<file path="config.mk">
export PLATFORM = sky130hd
export DESIGN_NAME = mux_arb_pipe
export DESIGN_NICKNAME = d
export VERILOG_FILES = /design/src/rtl/mux_arb_pipe.sv
export SDC_FILE = /design/constraint.sdc
export NUM_CORES = 1
export LEC_CHECK = 0
export ABC_AREA = 0
export CORE_MARGIN = 2
export CORE_UTILIZATION = 40
export CTS_BUF_LIST = sky130_fd_sc_hd__clkbuf_2
export CTS_CLUSTER_SIZE = 28
export DETAILED_ROUTE_END_ITERATION = 10
export GPL_ROUTABILITY_DRIVEN = 1
export HOLD_SLACK_MARGIN = 0.12
export PLACE_DENSITY = 0.86
export SLEW_MARGIN = 5
export SYNTH_ARGS = -nofsm -noshare
export SYNTH_HDL_FRONTEND = slang
export SYNTH_SLANG_ARGS = --single-unit
</file>
<file path="constraint.sdc">
create_clock -name clk -period 4.15 [get_ports clk]
set_input_delay 0.415 -clock clk [delete_from_list [all_inputs] [get_ports clk]]
set_output_delay 0.415 -clock clk [all_outputs]
set_load 0.01 [all_outputs]
</file>
<file path="src/rtl/mux_arb_pipe.sv">
// Channel multiplexer with direct-select and round-robin modes, feeding one
// registered output stage with a valid/ready handshake.
module mux_arb_pipe #(
  parameter int SIZE     = 8,
  parameter int CHANNELS = 8,
  parameter int SEL_W    = 3
) (
  input  logic                     clk,
  input  logic                     rst,
  input  logic [CHANNELS*SIZE-1:0] data_in,
  input  logic [CHANNELS-1:0]      valid_in,
  output logic [CHANNELS-1:0]      ready_out,
  input  logic                     mode,
  input  logic [SEL_W-1:0]         code,
  output logic [SIZE-1:0]          data_out,
  output logic                     valid_out,
  input  logic                     ready_in,
  output logic [SEL_W-1:0]         chan_out,
  output logic                     sel_err
);

  logic             load;
  logic             code_ok;
  logic             grant_vld;
  logic             sel_ok;
  logic             xfer;
  logic [SEL_W-1:0] ptr;
  logic [SEL_W-1:0] grant;
  logic [SEL_W-1:0] sel_ch;
  logic [SIZE-1:0]  sel_data;

  // The output register can take a word when it is empty or being drained.
  assign load    = !valid_out || ready_in;
  assign code_ok = int'(code) < CHANNELS;

  // Round-robin search starts just after the last granted channel and visits
  // ptr itself last.
  always_comb begin
    // NOTE: every always_comb output gets a default first so no latch is inferred.
    grant_vld = 1'b0;
    grant     = '0;
    for (int i = 1; i <= CHANNELS; i++) begin
      if (!grant_vld && valid_in[(int'(ptr) + i) % CHANNELS]) begin
        grant_vld = 1'b1;
        grant     = SEL_W'((int'(ptr) + i) % CHANNELS);
      end
    end
  end

  always_comb begin
    sel_ch    = mode ? grant : code;
    sel_ok    = mode ? grant_vld : code_ok;
    sel_data  = '0;
    ready_out = '0;
    for (int k = 0; k < CHANNELS; k++) begin
      if (int'(sel_ch) == k) begin
        sel_data = data_in[k*SIZE +: SIZE];
        if (!rst && sel_ok) ready_out[k] = load;
      end
    end
  end

  assign xfer = |(ready_out & valid_in);

  always_ff @(posedge clk) begin
    // NOTE: sequential state uses non-blocking assignments so all registers
    // update together from pre-edge values.
    if (rst) begin
      valid_out <= 1'b0;
      data_out  <= '0;
      chan_out  <= '0;
      sel_err   <= 1'b0;
      ptr       <= SEL_W'(CHANNELS - 1);
    end else begin
      sel_err <= !mode && !code_ok && load;
      if (load) begin
        valid_out <= xfer;
        if (xfer) begin
          data_out <= sel_data;
          chan_out <= sel_ch;
          if (mode) ptr <= sel_ch;
        end
      end
    end
  end

endmodule

</file>
### Yosys cells after proc, flatten, opt, wreduce, memory -nomap -nowiden

Index checks and enable logic that the tools add are counted.

| word-level totals | value |
|---|---|
| register bits | 15 |
| latch bits | 0 |
| memory bits (writable) | 0 |
| memory bits (read-only) | 0 |
| output and inout port bits | 21 |
| memories kept | 0 |

| cells by class | value |
|---|---|
| add/subtract/negate cells | 8 |
| $mul | 0 |
| divide/modulo/power cells | 0 |
| order comparisons | 8 |
| equal/unequal tests | 7 |
| shift-type cells | 0 |
| muxes and demuxes | 59 |
| bitwise gates (word level) | 9 |
| reductions and logical operators | 30 |

Operator list:

| operator | number |
|---|---|
| two-way mux 8 bit | 8 |
| less-than comparator 4 x 5 -> 1 bit, second input constant | 8 |
| two-way mux 1 bit | 34 |
| two-way mux 3 bit | 9 |
| binary-select mux 1 bit (select 3 bit) | 8 |
| OR reduction 3 bit | 8 |
| adder 3 bit, second input constant | 4 |
| == test 3 bit, second input constant | 4 |
| logical NOT 1 bit | 9 |
| bitwise AND 1 bit, first input constant | 8 |
| bitwise AND 8 bit | 1 |
| logical AND 1 bit | 8 |
| OR reduction 8 bit | 1 |
| adder 3 x 1 -> 3 bit, second input constant | 2 |
| adder 3 x 2 -> 3 bit, second input constant | 2 |
| == test 3 x 2 -> 1 bit, second input constant | 2 |
| == test 3 x 1 -> 1 bit, second input constant | 1 |
| logical NOT 3 bit | 1 |
| AND reduction 3 bit | 1 |
| AND reduction 2 bit | 1 |
| logical OR 1 bit | 1 |

### Longest topological paths before layout

Gate-level depths: netlist of run 1.

| logic depth | value |
|---|---|
| depth in word-level cells | 38 |
| depth in mapped cells | 19 |

### Worst setup path after synthesis of run 1

OpenSTA, ideal clock, no wires.

| timing | value |
|---|---|
| path type | reg2out |
| from | register ptr[1] |
| to | output port ready_out[1] |
| data arrival time | 3,898 ps |
| path slack | -163 ps |
| stages on the path, launching flop included | 17 |
| cells stage by stage | dfxtp_1 -> buf_6 -> buf_2 -> inv_1 -> ha_1 -> buf_2 -> mux2_1 -> nor3_1 -> a211oi_1 -> or4b_4 -> o31ai_2 -> o21ai_1 -> mux2_4 -> buf_6 -> or2_0 -> buf_2 -> nor3_1 |

| between the ends | value |
|---|---|
| longest elaborated chain between the ends | 30 |
| elaborated cells on any way between the ends | 68 |

Ends and longest elaborated chain:

| element | RTL line | text |
|---|---|---|
| start: declaration | 27 | `logic [SEL_W-1:0] ptr;` |
| start signal: assignment | 73 | `ptr <= SEL_W'(CHANNELS - 1);` |
| start signal: assignment | 81 | `if (mode) ptr <= sel_ch;` |
| adder 3 x 1 -> 3 bit | 43, 45 |  |
| binary-select mux 1 bit (select 3 bit) | 43 | `if (!grant_vld && valid_in[(int'(ptr) + i) % CHANNELS]) begin` |
| two-way mux 1 bit (not written as such) (2 in series) | 43 |  |
| two-way mux 1 bit | 43 |  |
| logical NOT 1 bit | 43 |  |
| logical AND 1 bit | 43 |  |
| two-way mux 1 bit | 43 |  |
| logical NOT 1 bit | 43 |  |
| [13 not listed] | n/a |  |
| two-way mux 1 bit | 43 |  |
| logical NOT 1 bit | 43 |  |
| logical AND 1 bit | 43 |  |
| two-way mux 1 bit | 43 |  |
| two-way mux 1 bit | 52 | `sel_ok = mode ? grant_vld : code_ok;` |
| logical AND 1 bit | 58 | `if (!rst && sel_ok) ready_out[k] = load;` |
| two-way mux 1 bit | 58 |  |
| two-way mux 1 bit * | 56 | `if (int'(sel_ch) == k) begin` |
| end: declaration | 12 | `output logic [CHANNELS-1:0] ready_out,` |

Mark *: on every way between the ends. The rest lies on a longest branch, timed or not. The select of a mux whose other input is x is not followed.

### Worst setup path after layout of run 1

| timing | value |
|---|---|
| from | register ptr[1] |
| to | output port ready_out[7] |

The elaborated chain is that of the path after synthesis.

==> impl_metrics.toml, run 1 <==
[status]
run_status = "finished, final reports clean"

[placement]
hpwlAfterDp_um = 6630
io_buffer_count = 98
gpl.final_weighted_congestion = 0.926
dpl_worst_slack_ps = -220

[logic_synthesis]
yosys_warnings = 0
post_synth.cell_area_avg_um2 = 8.65
synth.net_count = 347
synth_ff_type = "sky130_fd_sc_hd__dfxtp_1"
synth.cell_area_um2 = 2300
synth_area_leaders = "sky130_fd_sc_hd__mux2i_1 (19%), sky130_fd_sc_hd__dfxtp_1 (13%), sky130_fd_sc_hd__mux4_2 (9.8%), sky130_fd_sc_hd__mux2_2 (6.8%), sky130_fd_sc_hd__a22oi_1 (3.3%)"
synth_sequential_area_ratio_pct = 13.0
synth_area_leader_cell = "sky130_fd_sc_hd__mux2i_1"
yosys.area.top_type_share_pct = 18.7
netlist-cell-type-count = 57
async_flop_share_pct = 0
post-synth-top-count-cell = "sky130_fd_sc_hd__mux2i_1"
synth_commonest_cells = "sky130_fd_sc_hd__mux2i_1 (43), sky130_fd_sc_hd__nand2_1 (17), sky130_fd_sc_hd__dfxtp_1 (15), sky130_fd_sc_hd__mux2_2 (14), sky130_fd_sc_hd__nor2_1 (14)"
ys_seq_elements = 15
syn_inst = 266
synth-edff-count = 0

[pwr]
power.sequential.fraction_pct = 7.0
max-vdd-ir-drop_uv = 416
internal_power_uw = 1770
power_frac_comb_pct = 90.5
share_clk_of_total_power_pct = 2.4
fin_total_pwr_uw = 3320
static_leakage_uw = 0.00167
power_density_nw_per_um2 = 849
power_switching_share_pct = 46.8
p_sw_uw = 1550

[cells_and_area]
fill_cells = 417
final_layout_size_suffix_gt1_share_pct = 30.7
antenna-diode-count = 0
layout-area-overhead-vs-synth_pct = 69.9
post_layout_nets = 489
register_area_um2 = 303
area_taken_by_multi_input_logic_gates_um2 = 2000

[setup_path]
critical_path.startpoint_type = "flop"
cp.required_ps = 3730
worst_path_max_delay_cell = "sky130_fd_sc_hd__or4b_4"
worst-endpoint-arrival_ps = 3650
worst_path_largest_cell_delay_ps = 580
crit_chain = "inv_1 > ha_4 > mux2_1 > nor3_2 > a211oi_2 > or4b_4 > o31ai_4 > o21ai_2 > mux2_4 > buf_4 > nor2b_1 > and2_1 > dlygate4sd2_1"
critPathMaxFanout = 6
cp_num_buf_inv = 3
critPathCaptureType = "output pin"
worst_path_dominant_cell_family = "simple AND/OR/NAND/NOR gates"
crit_type = "reg -> out"

[drt]
routed_wire_length_per_instance_um = 17.9
route.antenna.remaining_nets = 0
first_iter_violations = 322
vias_per_cell = 5.63
drcViolationCount = 0
drt_pre_antenna_iters = 5
wirelength_um = 8590
dr_total_vias = 2697

[floorplanning]
floorplan.core_area_um2 = 5540
die_width_um = 79.9
io_pins = 100
die-height_um = 79.9
placementRows = 27
floorplan.die_area_um2 = 6380
start_util_pct = 41.6

[clocking]
cts_tree = "done"
hold_buffers = 0
cts.htree.levels = 1
clockBufferDepth = 2
cts.sink_count = 15
cts_made_buffers = 3
path_clk_slew_ps = 170
clock_insertion_delay_worst_skew_ps = 320
cell_at_the_root_of_the_clock_tree = "sky130_fd_sc_hd__clkbuf_2"

[sta]
setup_ws_ps = 88.5
worst_pin_slew_ps = 616
max-slew-margin-rel_pct = 58.8
final.period_utilization_pct = 97.9
layout_min_cycle_time_ps = 4060
fin_worst_skew_ps = 8.14
setup_viol = 0
final_hold_viol_count = 0
slew_violations = 0
clock.fmax_mhz = 246

[global_routing]
grt_overall_usage_pct = 25.1
largest_net_degree_at_the_start_of_global_routing = 33
grt_antenna_before_repair = 0
grt_overflow_total = 0
via_count_of_the_first_global_routing_pass = 2630
first_pass_grt_wire_length_um = 12700

[worst_hold_path]
hp-class = "reg -> reg"

[run]
timing.max_cap.violations = 0
## worst reg2reg max path: stages, from the launching register on
cell	delay, ps
sky130_fd_sc_hd__dfxtp_2	390
sky130_fd_sc_hd__inv_1	100
sky130_fd_sc_hd__ha_4	330
sky130_fd_sc_hd__mux2_1	390
sky130_fd_sc_hd__nor3_2	170
sky130_fd_sc_hd__a211oi_2	80
sky130_fd_sc_hd__or4b_4	580
sky130_fd_sc_hd__buf_4	160
sky130_fd_sc_hd__o211a_1	130
sky130_fd_sc_hd__a211o_4	320
sky130_fd_sc_hd__buf_4	170
sky130_fd_sc_hd__mux2i_1	120
sky130_fd_sc_hd__mux2_2	300
sky130_fd_sc_hd__a2bb2oi_2	150
sky130_fd_sc_hd__buf_12	170
sky130_fd_sc_hd__o21ai_1	200
sky130_fd_sc_hd__o311ai_1	160
## worst paths after layout
| kind | start | to | slack [ps] | cells after the start |
|---|---|---|---|---|
| hold / removal | data_out[0] | data_out[0] | 470 | 2 |
| setup / recovery | ptr[1] | ready_out[7] | 90 | 13 |
| setup reg to reg | ptr[1] | ptr[1] | 100 | 16 |
| hold reg to reg | data_out[0] | data_out[0] | 470 | 2 |
## stage by stage
stage          util, %  cells  area [um2]  TNS [ps]  hold WS [ps]
4_1_cts           69.5    478        3850         0           470
3_3_place_gp      67.2    473        3720      -628           447
5_1_grt           70.6    479        3910     -72.9           501
3_5_place_dp      67.2    473        3720     -1260           454
6_report          70.6    479        3910         0           471
2_1_floorplan        -    266        2310         0           474
## metal layers
metal / vias to the layer above / routed length [um] / track usage (%)
li1: 1295 / - / -
met1: 1260 / 3590 / 34.1
met2: 123 / 4190 / 41.8
met3: 19 / 609 / 2.83
met4: 0 / 199 / 7.46
met5: - / 0 / 0
## sequential cells by signal, indices dropped and copies added, names as in the netlist
| signal | flops |
|---|---|
| chan_out | 3 |
| data_out | 8 |
| ptr | 3 |
| valid_out | 1 |
## cells by family (layout without fill, tap and decap cells)
kind of cell,count (synthesis),in the layout,share of synthesized area (%)
AO/OA/AOI/OAI,71,71,22.9
XOR/XNOR,4,4,1.52
adder cells (fa/ha/maj),2,2,1.09
buffers and inverters,29,170,6.58
flip-flops,15,15,13.0
multiplexers,72,72,38.5
other,1,1,0.163
AND/OR/NAND/NOR,72,72,16.1
## timing repair
item                       4_1_cts  5_1_grt
buffers inserted                 1        1
pin swaps                        4        2
gates resized for setup         32       21
setup endpoints to repair        8        8
## power by group through the flow
stage / clock, uW / sequential (uW) / combinational, uW
2_1_floorplan: 0 / 254 / 1660
3_3_place_gp: 0 / 230 / 2610
3_5_place_dp: 0 / 231 / 2670
4_1_cts: 76.1 / 234 / 2820
5_1_grt: 84.3 / 239 / 3200
6_report: 81.2 / 234 / 3010
## area by class of cell
type	instances	share of cell area, %
Clock buffer	4	0.512
Inverter	7	0.672
Multi-Input combinational cell	222	51.2
Sequential cell	15	7.74
Tap cell	72	2.30
Timing Repair Buffer	159	37.6
## placed cells by master, fill, tap and decap left out, drive strengths merged, types with 11 or more instances in the layout
cell	count
o21ai	15
buf	61
clkdlybuf4s50	90
nand3	11
nor2	14
nand2	17
mux2	17
dfxtp	15
mux2i	45
Note: power is estimated with default switching activity, not from simulation.
==> inputs of run 2 (changes only) <==
- CTS_CLUSTER_DIAMETER: not set -> 40
==> results of run 2 <==
No change in the layout: final DEF, timing and power equal those of run 1.
